File: config.mk
export PLATFORM = sky130hd
export DESIGN_NAME = axi_beat_splitter
export DESIGN_NICKNAME = d
export VERILOG_FILES = /design/src/rtl/axi_beat_pkg.sv /design/src/rtl/axi_next_addr.sv /design/src/rtl/axi_beat_splitter.sv
export SDC_FILE = /design/constraint.sdc
export NUM_CORES = 1
export LEC_CHECK = 0
export ABC_AREA = 0
export CELL_PAD_IN_SITES_DETAIL_PLACEMENT = 0
export CELL_PAD_IN_SITES_GLOBAL_PLACEMENT = 1
export CORE_ASPECT_RATIO = 0.5
export CORE_MARGIN = 4
export CORE_UTILIZATION = 31
export DETAILED_ROUTE_END_ITERATION = 10
export HOLD_SLACK_MARGIN = 0.08
export PLACE_DENSITY_LB_ADDON = 0.15
export SLEW_MARGIN = 20
export SYNTH_ARGS = -nofsm -noshare
export SYNTH_HDL_FRONTEND = slang
export SYNTH_HIERARCHICAL = 1
export SYNTH_SLANG_ARGS = --single-unit
export TNS_END_PERCENT = 5
File: constraint.sdc
create_clock -name aclk -period 4 [get_ports aclk]
set_input_delay 0.8 -clock aclk [delete_from_list [all_inputs] [get_ports aclk]]
set_output_delay 0.8 -clock aclk [all_outputs]
set_load 0.01 [all_outputs]
File: src/rtl/axi_beat_pkg.sv
`default_nettype none
// +--------------------------------------------------------------------------+
// | Module   : axi_beat_pkg                                                  |
// | Purpose  : Shared AXI burst/response constants, FSM state encodings and  |
// |            a response-severity helper for the beat splitter.             |
// | Revision : 1.0  initial release                                          |
// +--------------------------------------------------------------------------+
package axi_beat_pkg;

  // AXI burst types
  localparam logic [1:0] c_burst_fixed = 2'b00;
  localparam logic [1:0] c_burst_incr  = 2'b01;
  localparam logic [1:0] c_burst_wrap  = 2'b10;

  // AXI response codes, ordered so a larger value is a more severe outcome
  localparam logic [1:0] c_resp_okay   = 2'b00;
  localparam logic [1:0] c_resp_exokay = 2'b01;
  localparam logic [1:0] c_resp_slverr = 2'b10;
  localparam logic [1:0] c_resp_decerr = 2'b11;

  typedef enum logic [1:0] {
    R_IDLE = 2'd0,
    R_ADDR = 2'd1,
    R_DATA = 2'd2
  } rd_state_t;

  typedef enum logic [1:0] {
    W_IDLE = 2'd0,
    W_BEAT = 2'd1,
    W_RESP = 2'd2,
    W_DONE = 2'd3
  } wr_state_t;

  // Keep the worst response seen across the beats of a burst.
  function automatic logic [1:0] resp_max(input logic [1:0] a, input logic [1:0] b);
    return (a > b) ? a : b;
  endfunction

endpackage
`default_nettype wire

File: src/rtl/axi_next_addr.sv
`default_nettype none
// +--------------------------------------------------------------------------+
// | Module   : axi_next_addr                                                 |
// | Purpose  : Combinational AXI next-beat address (FIXED / INCR / WRAP).    |
// | Ports    : addr      - current beat address                              |
// |            len       - burst length minus one                            |
// |            size      - log2 of bytes per beat                            |
// |            burst     - burst type                                        |
// |            next_addr - address of the following beat (mod 2^32)         |
// | Revision : 1.0  initial release                                          |
// +--------------------------------------------------------------------------+
module axi_next_addr
  import axi_beat_pkg::*;
(
  input  logic [31:0] addr,
  input  logic [7:0]  len,
  input  logic [2:0]  size,
  input  logic [1:0]  burst,
  output logic [31:0] next_addr
);

  logic [31:0] w_step;
  logic [31:0] w_incr;
  logic [31:0] w_wrap_mask;
  logic        w_wrap_ok;

  assign w_step = 32'd1 << size;
  assign w_incr = addr + w_step;

  // Only power-of-two lengths 2/4/8/16 may wrap; anything else behaves as INCR.
  assign w_wrap_ok = (burst == c_burst_wrap) &&
                     ((len == 8'd1) || (len == 8'd3) || (len == 8'd7) || (len == 8'd15));

  // Wrap window is (len+1) << size bytes; the mask selects the offset within it.
  assign w_wrap_mask = (({24'd0, len} + 32'd1) << size) - 32'd1;

  always_comb begin
    next_addr = w_incr;
    if (burst == c_burst_fixed) begin
      next_addr = addr;
    end else if (w_wrap_ok) begin
      next_addr = (addr & ~w_wrap_mask) | (w_incr & w_wrap_mask);
    end
  end

endmodule
`default_nettype wire

File: src/rtl/axi_beat_splitter.sv
`default_nettype none
// +--------------------------------------------------------------------------+
// | Module   : axi_beat_splitter                                             |
// | Purpose  : Splits upstream AXI read/write bursts into single-beat        |
// |            downstream transactions (len 0, INCR) for a simple memory or  |
// |            UART model. One read and one write burst may be in flight,    |
// |            each handled by its own independent FSM.                      |
// | Ports    : aclk, rst_l (async, active-low)                               |
// |            s_ar*/s_r*        upstream read address / data                |
// |            s_aw*/s_w*/s_b*   upstream write address / data / response    |
// |            m_*               downstream single-beat master port          |
// | Revision : 1.0  initial release                                          |
// +--------------------------------------------------------------------------+
module axi_beat_splitter
  import axi_beat_pkg::*;
#(
  parameter int TAGW = 1
) (
  input  logic            aclk,
  input  logic            rst_l,
  // upstream read
  input  logic            s_arvalid,
  output logic            s_arready,
  input  logic [31:0]     s_araddr,
  input  logic [TAGW-1:0] s_arid,
  input  logic [7:0]      s_arlen,
  input  logic [1:0]      s_arburst,
  input  logic [2:0]      s_arsize,
  output logic            s_rvalid,
  input  logic            s_rready,
  output logic [63:0]     s_rdata,
  output logic [1:0]      s_rresp,
  output logic [TAGW-1:0] s_rid,
  output logic            s_rlast,
  // upstream write
  input  logic            s_awvalid,
  output logic            s_awready,
  input  logic [31:0]     s_awaddr,
  input  logic [TAGW-1:0] s_awid,
  input  logic [7:0]      s_awlen,
  input  logic [1:0]      s_awburst,
  input  logic [2:0]      s_awsize,
  input  logic            s_wvalid,
  output logic            s_wready,
  input  logic [63:0]     s_wdata,
  input  logic [7:0]      s_wstrb,
  input  logic            s_wlast,
  output logic            s_bvalid,
  input  logic            s_bready,
  output logic [1:0]      s_bresp,
  output logic [TAGW-1:0] s_bid,
  // downstream read
  output logic            m_arvalid,
  input  logic            m_arready,
  output logic [31:0]     m_araddr,
  output logic [TAGW-1:0] m_arid,
  output logic [7:0]      m_arlen,
  output logic [1:0]      m_arburst,
  output logic [2:0]      m_arsize,
  input  logic            m_rvalid,
  output logic            m_rready,
  input  logic [63:0]     m_rdata,
  input  logic [1:0]      m_rresp,
  input  logic [TAGW-1:0] m_rid,
  input  logic            m_rlast,
  // downstream write
  output logic            m_awvalid,
  input  logic            m_awready,
  output logic [31:0]     m_awaddr,
  output logic [TAGW-1:0] m_awid,
  output logic [7:0]      m_awlen,
  output logic [1:0]      m_awburst,
  output logic [2:0]      m_awsize,
  output logic            m_wvalid,
  input  logic            m_wready,
  output logic [63:0]     m_wdata,
  output logic [7:0]      m_wstrb,
  output logic            m_wlast,
  input  logic            m_bvalid,
  output logic            m_bready,
  input  logic [1:0]      m_bresp,
  input  logic [TAGW-1:0] m_bid
);

  // ---------------------------------------------------------------- read side
  rd_state_t       r_rd_state;
  logic [31:0]     r_rd_addr;
  logic [TAGW-1:0] r_rd_id;
  logic [7:0]      r_rd_len;
  logic [2:0]      r_rd_size;
  logic [1:0]      r_rd_burst;
  logic [7:0]      r_rd_cnt;
  logic [31:0]     w_rd_next;
  logic            w_rd_last;
  logic            w_r_hs;

  axi_next_addr u_rd_next (
    .addr      (r_rd_addr),
    .len       (r_rd_len),
    .size      (r_rd_size),
    .burst     (r_rd_burst),
    .next_addr (w_rd_next)
  );

  // 8-bit counter against 8-bit len: len=255 reaches 255 on the final beat.
  assign w_rd_last = (r_rd_cnt == r_rd_len);
  assign w_r_hs    = (r_rd_state == R_DATA) && m_rvalid && s_rready;

  always_ff @(posedge aclk or negedge rst_l) begin
    if (!rst_l) begin
      r_rd_state <= R_IDLE;
      r_rd_addr  <= '0;
      r_rd_id    <= '0;
      r_rd_len   <= '0;
      r_rd_size  <= '0;
      r_rd_burst <= '0;
      r_rd_cnt   <= '0;
    end else begin
      case (r_rd_state)
        R_IDLE: begin
          if (s_arvalid) begin
            r_rd_addr  <= s_araddr;
            r_rd_id    <= s_arid;
            r_rd_len   <= s_arlen;
            r_rd_size  <= s_arsize;
            r_rd_burst <= s_arburst;
            r_rd_cnt   <= '0;
            r_rd_state <= R_ADDR;
          end
        end
        R_ADDR: begin
          if (m_arready) r_rd_state <= R_DATA;
        end
        R_DATA: begin
          if (w_r_hs) begin
            if (w_rd_last) begin
              r_rd_state <= R_IDLE;
            end else begin
              r_rd_addr  <= w_rd_next;
              r_rd_cnt   <= r_rd_cnt + 8'd1;
              r_rd_state <= R_ADDR;
            end
          end
        end
        default: r_rd_state <= R_IDLE;
      endcase
    end
  end

  assign s_arready = (r_rd_state == R_IDLE);
  assign m_arvalid = (r_rd_state == R_ADDR);
  assign m_araddr  = r_rd_addr;
  assign m_arid    = r_rd_id;
  assign m_arlen   = 8'd0;
  assign m_arburst = c_burst_incr;
  assign m_arsize  = r_rd_size;
  assign s_rvalid  = (r_rd_state == R_DATA) && m_rvalid;
  assign m_rready  = (r_rd_state == R_DATA) && s_rready;
  assign s_rdata   = m_rdata;
  assign s_rresp   = m_rresp;
  assign s_rid     = r_rd_id;
  // Downstream beats are all single-beat, so last is derived from our own count.
  assign s_rlast   = (r_rd_state == R_DATA) && w_rd_last;

  // --------------------------------------------------------------- write side
  wr_state_t       r_wr_state;
  logic [31:0]     r_wr_addr;
  logic [TAGW-1:0] r_wr_id;
  logic [7:0]      r_wr_len;
  logic [2:0]      r_wr_size;
  logic [1:0]      r_wr_burst;
  logic [7:0]      r_wr_cnt;
  logic [1:0]      r_resp_acc;
  logic [31:0]     w_wr_next;
  logic            w_wr_last;
  logic            w_w_hs;

  axi_next_addr u_wr_next (
    .addr      (r_wr_addr),
    .len       (r_wr_len),
    .size      (r_wr_size),
    .burst     (r_wr_burst),
    .next_addr (w_wr_next)
  );

  assign w_wr_last = (r_wr_cnt == r_wr_len);
  // Downstream raises awready and wready together, so one handshake covers both.
  assign w_w_hs    = (r_wr_state == W_BEAT) && s_wvalid && m_awready && m_wready;

  always_ff @(posedge aclk or negedge rst_l) begin
    if (!rst_l) begin
      r_wr_state <= W_IDLE;
      r_wr_addr  <= '0;
      r_wr_id    <= '0;
      r_wr_len   <= '0;
      r_wr_size  <= '0;
      r_wr_burst <= '0;
      r_wr_cnt   <= '0;
      r_resp_acc <= c_resp_okay;
    end else begin
      case (r_wr_state)
        W_IDLE: begin
          if (s_awvalid) begin
            r_wr_addr  <= s_awaddr;
            r_wr_id    <= s_awid;
            r_wr_len   <= s_awlen;
            r_wr_size  <= s_awsize;
            r_wr_burst <= s_awburst;
            r_wr_cnt   <= '0;
            r_resp_acc <= c_resp_okay;
            r_wr_state <= W_BEAT;
          end
        end
        W_BEAT: begin
          if (w_w_hs) begin
            // A wlast that disagrees with our beat count marks the burst bad.
            if (s_wlast != w_wr_last) r_resp_acc <= resp_max(r_resp_acc, c_resp_slverr);
            r_wr_state <= W_RESP;
          end
        end
        W_RESP: begin
          if (m_bvalid) begin
            r_resp_acc <= resp_max(r_resp_acc, m_bresp);
            if (w_wr_last) begin
              r_wr_state <= W_DONE;
            end else begin
              r_wr_addr  <= w_wr_next;
              r_wr_cnt   <= r_wr_cnt + 8'd1;
              r_wr_state <= W_BEAT;
            end
          end
        end
        W_DONE: begin
          if (s_bready) r_wr_state <= W_IDLE;
        end
        default: r_wr_state <= W_IDLE;
      endcase
    end
  end

  assign s_awready = (r_wr_state == W_IDLE);
  assign m_awvalid = (r_wr_state == W_BEAT) && s_wvalid;
  assign m_wvalid  = (r_wr_state == W_BEAT) && s_wvalid;
  assign s_wready  = (r_wr_state == W_BEAT) && m_awready && m_wready;
  assign m_awaddr  = r_wr_addr;
  assign m_awid    = r_wr_id;
  assign m_awlen   = 8'd0;
  assign m_awburst = c_burst_incr;
  assign m_awsize  = r_wr_size;
  assign m_wdata   = s_wdata;
  assign m_wstrb   = s_wstrb;
  assign m_wlast   = 1'b1;
  assign m_bready  = (r_wr_state == W_RESP);
  assign s_bvalid  = (r_wr_state == W_DONE);
  assign s_bresp   = r_resp_acc;
  assign s_bid     = r_wr_id;

  // Downstream ids and rlast carry no information for single-beat traffic.
  logic w_unused;
  assign w_unused = &{1'b0, m_rid, m_rlast, m_bid};

endmodule
`default_nettype wire

[Word level (Yosys, flattened, before mapping)]
Cells that the tools add are included.
Word-level totals
  register bits after elaboration: 114
  output and inout bits: 246
Cells by class
  $add $sub $neg: 8
  $lt $le $gt $ge: 2
  equal/unequal tests: 32
  shift operators: 4
  mux-type cells: 38
  bitwise operators: 8
  reductions and logical operators: 33
Operators with widths (number)
  $mux W32: 10
  $and A32 B32 Y32: 4
  $pmux W32 S2: 2
  $add A32 B32 Y32: 2
  $not A32 Y32: 2
  $or A32 B32 Y32: 2
  $shl A1 B3 Y32 const A: 2
  $shl A32 B3 Y32: 2
  $sub A32 B1 Y32 const B: 2
  $mux W8: 6
  $pmux W8 S2: 2
  $mux W2: 14
  $ne A2 B2 Y1 const B: 11
  $add A8 B1 Y9 const B: 2
  $add A8 B1 Y8 const B: 2
  $eq A8 B1 Y1 const B: 2
  $eq A8 B2 Y1 const B: 2
  $eq A8 B3 Y1 const B: 2
  $eq A8 B4 Y1 const B: 2
  $eq A8 B8 Y1: 2
  $pmux W2 S3: 2
  $reduce_and A4 Y1: 3
  $logic_and A1 B1 Y1: 11
  $eq A2 B2 Y1 const B: 5
  other kinds (15): 29

[Longest topological paths before layout]
  depth in word-level cells: 11
  mapped depth: 18
  mapped depth without buffers: 16

[Modules after synthesis]
The synthesis kept the hierarchy.
By module, submodules not included
  axi_beat_splitter: instances 1, cells each 714, area an instance 6802.8 µm²
  axi_next_addr (u_wr_next): instances 1, cells each 344, area an instance 2406.1 µm²
  axi_next_addr (u_rd_next): instances 1, cells each 356, area an instance 2378.5 µm²

[Least setup slack after synthesis]
No wires, ideal clock.
  path kind: register to register
  from: register r_rd_size[2] (netlist: m_arsize[2])
  to: register r_rd_addr[18] (netlist: m_araddr[18])
  library setup time: 0.083 ns
  data arrival time: 3.674 ns
  path slack: 0.244 ns
  stages on the path, launching flop included: 18
  buffers on the path: 3
  period minus slack after synthesis: 3.756 ns
  cells stage by stage: dfrtp_1 clkbuf_1 clkbuf_1 buf_1 nor2_1 ha_1 inv_1 fa_1 nor2b_1 o21ai_0 a21oi_1 o21a_1 o41ai_1 nor2_1 nand4_1 xnor2_1 mux2i_1 o21ai_0
Between the ends
  cells in the longest elaborated chain, start to end: 10
  elaborated cells between the ends (all ways): 13
  those cells by class: add/sub (2); shift (2); mux (5); bitwise (4)
Ends and longest elaborated chain
  start, declared: line axi_beat_splitter.sv:90  | logic [2:0] r_rd_size;
  start signal, assigned: line axi_beat_splitter.sv:125  | r_rd_size <= s_arsize;
  $shl A32 B3 Y32: line axi_next_addr.sv:35  | assign w_wrap_mask = (({24'd0, len} + 32'd1) << size) - 32'd1;
  $sub A32 B1 Y32: line axi_next_addr.sv:35
  $not A32 Y32: line axi_next_addr.sv:42  | next_addr = (addr & ~w_wrap_mask) | (w_incr & w_wrap_mask);
  $and A32 B32 Y32: line axi_next_addr.sv:42
  $or A32 B32 Y32: line axi_next_addr.sv:42
  $mux W32 (*): line axi_next_addr.sv:41  | end else if (w_wrap_ok) begin
  $mux W32 (*): line axi_next_addr.sv:39  | if (burst == c_burst_fixed) begin
  net w_rd_next[18]: line axi_beat_splitter.sv:93  | logic [31:0] w_rd_next;
  $mux W32 (*): line axi_beat_splitter.sv:136  | if (w_rd_last) begin
  $mux W32 (*): line axi_beat_splitter.sv:135  | if (w_r_hs) begin
  $pmux W32 S2 (*): line axi_beat_splitter.sv:119  | case (r_rd_state)
  end signal, assigned: line axi_beat_splitter.sv:122  | r_rd_addr <= s_araddr;
  end signal, assigned: line axi_beat_splitter.sv:139  | r_rd_addr <= w_rd_next;
  end, declared: line axi_beat_splitter.sv:87  | logic [31:0] r_rd_addr;
Mark *: on every way through the listed nets, which the timed path passes. The rest lies on a longest branch. The select of a mux whose other input is x is not followed.
A chain may end at the register's enable or synchronous reset.

[Worst setup path after layout]
  from: register r_rd_len[0]
  to: register r_rd_addr[20] (netlist: m_araddr[20])
Between the ends
  cells in the longest elaborated chain, start to end: 11
  elaborated cells between the ends (all ways): 23
  those cells by class: add/sub (2); eq/ne (6); shift (1); mux (5); bitwise (4); reduce/logical (5)
Ends and longest elaborated chain
  start, declared: line axi_beat_splitter.sv:89  | logic [7:0] r_rd_len;
  start signal, assigned: line axi_beat_splitter.sv:124  | r_rd_len <= s_arlen;
  $add A8 B1 Y9: line axi_next_addr.sv:35
  $shl A32 B3 Y32: line axi_next_addr.sv:35
  $sub A32 B1 Y32: line axi_next_addr.sv:35
  $not A32 Y32: line axi_next_addr.sv:42
  $and A32 B32 Y32: line axi_next_addr.sv:42
  $or A32 B32 Y32: line axi_next_addr.sv:42
  $mux W32 (*): line axi_next_addr.sv:41
  $mux W32 (*): line axi_next_addr.sv:39
  net w_rd_next[20]: line axi_beat_splitter.sv:93
  $mux W32 (*): line axi_beat_splitter.sv:136
  $mux W32 (*): line axi_beat_splitter.sv:135
  $pmux W32 S2 (*): line axi_beat_splitter.sv:119
Marks and branches as above.

==> flow_summary_export.csv <==
group,metric,value,unit
global_route,grt_max_degree,65,
yosys,yosys.area_share.simple,21.8,%
sta,relSlewSlack,41.9,%
detailed_routing,drt_first_pass_iters,5,
yosys,yosysWarnings,6,
pwr,p_comb_share,65.7,%
sta,fin_setup_tns,0,ns
sta,hold_viol_final,0,
yosys,synth-xor-area-share,7.48,%
clocking,post_cts_resized,0,
pwr,p_leak,0.00559,uW
yosys,ys_ff_latch,114,
critical_path,startpoint,"r_rd_len[0]",
global_route,grt_first_pass_wirelength,59600,um
yosys,synthArstFlopShare,100,%
clocking,clk_path_buf_depth,2,
floorplanning,core,36400,um^2
yosys,synthFlopType,"dfrtp_1",
yosys,ys_seq_area_share,24.6,%
detailed_routing,vias,10200,
critical_path,r2r_start,"r_rd_len[0]",
critical_path,cpLargestDelayFamily,"simple AND/OR/NAND/NOR gates",
pwr,peakVddDrop,0.375,mV
clocking,numCtsBuffers,17,
yosys,synth_top_family_by_area,"simple AND/OR/NAND/NOR gates",
sta,hold_slack,0.449,ns
floorplanning,ios,494,
detailed_routing,drt-wirelength-per-cell,19.8,um
placed_design,dpl.cell_count,1932,
final_layout,stdcell_count,1964,
detailed_routing,viasPerCell,5.19,
sta,period_share,92.7,%
yosys,syn-cell-area,11600,um^2
final_layout,nets,1749,
clocking,hold_buffers,0,
clocking,clk_pin_slew,0.06,ns
global_route,grt_overflow_total,0,
critical_path,arrival,4.00,ns
yosys,synth_compound_area_share,18.4,%
sta,timing.fmax,270,MHz
sta,finalSetupViolations,0,
critical_path,cp_data_required_time,4.29,ns
sta,rsz0062_at_grt,"false",
hold_path,holdCritPathClass,"primary input to async pin",
yosys,synth_cell_types,104,
detailed_routing,finalWirelength,38900,um
detailed_routing,drc,0,
critical_path,cp_max_fo,16,
final_layout,fin_area,13700,um^2
clocking,cts_max_level,4,
status,status,"complete, no violations",
placed_design,placement.io_buffers,193,
detailed_routing,drtIter0Drc,599,
floorplanning,die_x,281,um
yosys,synth_fa_ha_area_share,3.80,%
pwr,p_int,6100,uW
critical_path,slowest_delay,0.61,ns
placed_design,placed_area,13100,um^2
pwr,power_frac_clock,13.3,%
clocking,insertion_delay,0.44,ns
critical_path,cp_slowest_cell,"or4b_4",
final_layout,antenna_cells,0,
sta,fin_worst_skew,0.0127,ns
detailed_routing,ant_nets,0,
sta,worst_pin_slew,0.872,ns
pwr,p_sw_share,48.5,%
clocking,cts_tree,"yes",
placed_design,gp_congestion,0.874,
global_route,grt_pass1_vias,10500,
pwr,cellPowerDensity,867,nW/um^2
final_layout,drive_gt1_share,11.4,%
critical_path,path_buf_inv,2,
global_route,track_usage,18.7,%
critical_path,cp-start-kind,"flop",
clocking,cts_setup_buffers,0,
floorplanning,design.die.area,40700,um^2
sta,min_period,3.71,ns
yosys,muxShareOfSynthArea,8.92,%
global_route,antenna_found_initial,0,
critical_path,worst-setup-path-type,"flop to flop",
critical_path,crit_chain,"buf_4 -> and3_1 -> xnor2_1 -> a2111oi_0 -> o32a_1 -> or4b_4 -> o41ai_4 -> buf_4 -> nand4_1 -> xnor2_1 -> mux2i_1 -> o21ai_0",
floorplanning,num_rows,49,
placed_design,dp_hpwl,28900,um
run,drv_cap,0,
floorplanning,initial_core_util,31.8,%
floorplanning,die_h,145,um
clocking,cts-root-buf,"clkbuf_16",
yosys,synth_cells,1414,
critical_path,end_kind,"flop",
yosys,synth-edff-count,0,
sta,maxSlewViolCount,0,
clocking,clock_sinks,114,
yosys,avgSynthCellArea,8.19,um^2
pwr,fin_total_pwr,11800,uW
final_layout,areaGrowthSynthToFinish,17.9,%
pwr,power_frac_seq,21.0,%
pwr,power.switching,5750,uW
[power groups by stage]
stage          combinational (uW)  clock, uW  sequential, uW
2_1_floorplan                5320          0            2430
3_3_place_gp                 7700          0            2490
3_5_place_dp                 7770          0            2500
4_1_cts                      7820       1630            2490
5_1_grt                      8570       1680            2600
6_report                     7790       1580            2480
[sequential cells by signal, summed over array words and instances (netlist names)]
register    cells
r_wr_cnt        8
m_arsize        3
r_rd_burst      2
m_arid          1
m_awsize        3
m_araddr       32
r_wr_burst      2
m_awaddr       32
r_rd_len        8
s_bresp         2
r_rd_cnt        8
r_wr_len        8
m_awid          1
r_rd_state      2
r_wr_state      2
[synthesized netlist by cell type, drive strengths merged, types with 6 or more instances]
| master | number | area [um^2] |
|---|---|---|
| o31ai | 10 | 88.8 |
| or2 | 8 | 50.1 |
| nand4 | 28 | 181 |
| a31oi | 16 | 143 |
| o311ai | 6 | 52.6 |
| and3 | 18 | 114 |
| and4 | 7 | 62.6 |
| a21o | 8 | 61.3 |
| or3 | 12 | 75.1 |
| nor3 | 24 | 120 |
| nor4 | 9 | 96.3 |
| nand2b | 19 | 119 |
| ha | 32 | 400 |
| nand2 | 158 | 601 |
| nor4b | 6 | 95.1 |
| inv | 44 | 165 |
| mux2i | 74 | 741 |
| xor2 | 40 | 350 |
| a311oi | 6 | 58.8 |
| dfrtp | 114 | 2850 |
| nand3 | 43 | 238 |
| nor2b | 16 | 100 |
| nor2 | 90 | 340 |
| o21ai | 79 | 399 |
| clkbuf | 31 | 118 |
| o211ai | 15 | 113 |
| a21oi | 85 | 440 |
| xnor2 | 59 | 517 |
| mux2 | 26 | 293 |
| a211oi | 17 | 133 |
| buf | 202 | 1450 |
| and2 | 15 | 93.8 |
[cells by family (layout without fill, tap and decap cells)]
| logic type | count (synthesis) | count (layout) |
|---|---|---|
| other | 2 | 21 |
| flip-flops | 114 | 114 |
| AND/OR/NAND/NOR | 479 | 479 |
| buffers and inverters | 277 | 324 |
| multiplexers | 100 | 100 |
| AO/OA/AOI/OAI | 309 | 309 |
| XOR/XNOR | 99 | 99 |
| adder cells (fa/ha/maj) | 34 | 34 |
[routing by layer]
metal / routed length [um] / GRT usage [%]
met4: 1190 / 7.26
met1: 16300 / 21.9
met3: 1580 / 3.96
met5: 0 / 0.466
met2: 19800 / 33.7
[cells in the final DEF (no fill, tap or decap), types with 44 or more instances in the layout]
cell             Yosys  routed
o21ai_0             77      77
nand2_1            155     155
a21oi_1             83      83
mux2i_1             74      74
inv_1               44      44
dfrtp_1            114     114
buf_4              166      55
xnor2_1             59      58
clkdlybuf4s50_1      0     192
nor2_1              89      89
[layout make-up]
| class | instances | area (um^2) |
|---|---|---|
| well taps | 484 | 606 |
| repair buffers | 248 | 2350 |
| flip-flops and latches | 114 | 2850 |
| clock inverters | 10 | 108 |
| clock buffers | 22 | 474 |
| inverters | 44 | 165 |
| multi-input cells | 1042 | 7100 |
| fillers | 3755 | 22800 |
[through the flow]
step / util [%] / worst slack, ns
final: 37.5 / 0.292
after global routing: 37.5 / 0.0159
after CTS: 37.5 / 0.0993
after detailed placement: 35.9 / 0.140
after global placement: 35.9 / 0.145
after floorplan: - / 0.244
[worst register-to-register path, delay by kind of cell, from the launching register on]
family / cells / cell delay, ns
AND/OR/NAND/NOR: 3 / 1.07
multiplexers: 1 / 0.12
AO/OA/AOI/OAI: 4 / 0.96
flip-flops: 1 / 0.38
buffers and inverters: 2 / 0.45
XOR/XNOR: 2 / 0.59
[path summary, 6_finish.rpt]
check,end,cells past startpoint,slack (ns)
max,m_araddr[20],12,0.29
min,m_arsize[1],1,0.45
max reg2reg,m_araddr[20],12,0.29
min reg2reg,m_arid,2,0.51
max in group asynchronous,m_araddr[18],2,2.71
min in group aclk,m_arid,2,0.51
No activity file was read; power rests on OpenSTA's default activity.
==> variant, RTL diff (config.mk and constraints unchanged) <==
Reset style: synchronous (`rst_l`), changed in 2 clocked blocks. Comments in the files are not updated.
--- a/src/rtl/axi_beat_splitter.sv
+++ b/src/rtl/axi_beat_splitter.sv
@@ -108,3 +108,3 @@
 
-  always_ff @(posedge aclk or negedge rst_l) begin
+  always_ff @(posedge aclk) begin
     if (!rst_l) begin
@@ -189,3 +189,3 @@
 
-  always_ff @(posedge aclk or negedge rst_l) begin
+  always_ff @(posedge aclk) begin
     if (!rst_l) begin
Function: not settled (the Yosys comparison gave no result); the edit may change what the design does.
==> variant against the unedited design <==
Via count up 4.5%; synthesized area decreased by 4.3%; sequential cell count unchanged; global-route usage up 0.82 points; wire length rose by 1.1%; setup slack got worse by 0.024 ns; sequential share of layout area is 3.8 points lower; die area decreased by 4.2%; cell area decreased by 2.1%; critical endpoint is now m_awaddr[31].
Power is not compared: it rests on default switching activity, and its combinational part moved more than twofold at a synthesized area within 25%.
==> variant: results (changes against the unedited design) <==
- Reg-to-reg critical path endpoint: m_awaddr[31] (was m_araddr[20])
- Slowest Stage Delay on Critical Path: 0.45 ns (was 0.61 ns)
- Hold WC Path Type: reg -> reg (was in -> async)
- Critical path arrival: 4.08 ns (was 4.00 ns)
- Met2 GRT Util: 35.7% (was 33.7%)
- Routed len/inst: 19.4 um (was 19.8 um)
- Cell area after placement: 12700 um^2 (was 13100 um^2)
- Pre-CTS worst setup slack: 0.148 ns (was 0.140 ns)
- Detailed router's first-iteration violation count: 564 (was 599)
- Launch instance of the worst register-to-register path: r_wr_len[0] (was r_rd_len[0])
- Weighted congestion at the end of routability-driven global placement: 0.868 (was 0.874)
- Tightest hold margin: 0.470 ns (was 0.449 ns)
- Worst reg2reg path depth: 14 (was 12)
- Cell Count, Final, Fillers Out: 2023 (was 1964)
- Fraction of met1 tracks used by global routing: 22.3% (was 21.9%)
- Number of nets in the layout: 1816 (was 1749)
- Antenna violations before repair: 1 (was 0)
- Share of synthesized flip-flops with an asynchronous set or reset: 0% (was 100%)
- Global routing usage summed across all routing layers: 19.5% (was 18.7%)
- Distinct cell type count after synthesis: 101 (was 104)
- Maximum number of pins on one net before global-route repair: 79 (was 65)
- Slack of the worst reg-to-reg path: 0.27 ns (was 0.29 ns)
- Portion of the post-synthesis area used by sequential elements: 20.6% (was 24.6%)
- Area contributors post-synth: sky130_fd_sc_hd__dfxtp_1, sky130_fd_sc_hd__buf_4, sky130_fd_sc_hd__nand2_1, sky130_fd_sc_hd__nor2_1, sky130_fd_sc_hd__xnor2_1 (was sky130_fd_sc_hd__dfrtp_1, sky130_fd_sc_hd__buf_4, sky130_fd_sc_hd__mux2i_1, sky130_fd_sc_hd__nand2_1, sky130_fd_sc_hd__xnor2_1)
- Most used DFF post-synth: sky130_fd_sc_hd__dfxtp_1 (was sky130_fd_sc_hd__dfrtp_1)
- Fraction of met3 tracks used by global routing: 3.97% (was 3.96%)
- Number of vias after detailed routing: 10700 (was 10200)
- # fillers: 3650 (was 3755)
- Status: finished, final reports clean (unchanged)
- Commonest cells in the netlist: sky130_fd_sc_hd__nand2_1, sky130_fd_sc_hd__buf_4, sky130_fd_sc_hd__nor2_1, sky130_fd_sc_hd__dfxtp_1, sky130_fd_sc_hd__a21oi_1 (was sky130_fd_sc_hd__buf_4, sky130_fd_sc_hd__nand2_1, sky130_fd_sc_hd__dfrtp_1, sky130_fd_sc_hd__nor2_1, sky130_fd_sc_hd__a21oi_1)
- Cell with the biggest individual delay on the critical path: sky130_fd_sc_hd__a221o_1 (was sky130_fd_sc_hd__or4b_4)
[variant: metal layers]
| metal | vias to the layer above | wire length [um] |
|---|---|---|
| met2 | 280 | 20100 |
| li1 | 5219 | - |
| met5 | - | 37 |
| met3 | 99 | 1840 |
| met1 | 5054 | 16100 |
| met4 | 2 | 1310 |
[variant: area by class of cell]
type / instances / area (um^2) / area share, %
diodes: 1 / 2.50 / 0.0187
flip-flops and latches: 114 / 2290 / 17.1
clock inverters: 11 / 128 / 0.954
well taps: 475 / 594 / 4.44
clock buffers: 21 / 470 / 3.52
inverters: 42 / 159 / 1.19
repair buffers: 269 / 2560 / 19.1
multi-input cells: 1090 / 7180 / 53.7
[variant: logic make-up after synthesis]
logic type	after synthesis	share of synthesized area [%]
buffers and inverters	290	16.0
AND/OR/NAND/NOR	561	25.5
other	2	0.0677
flip-flops	114	20.6
XOR/XNOR	100	7.90
AO/OA/AOI/OAI	318	20.7
multiplexers	56	5.28
adder cells (fa/ha/maj)	34	3.97
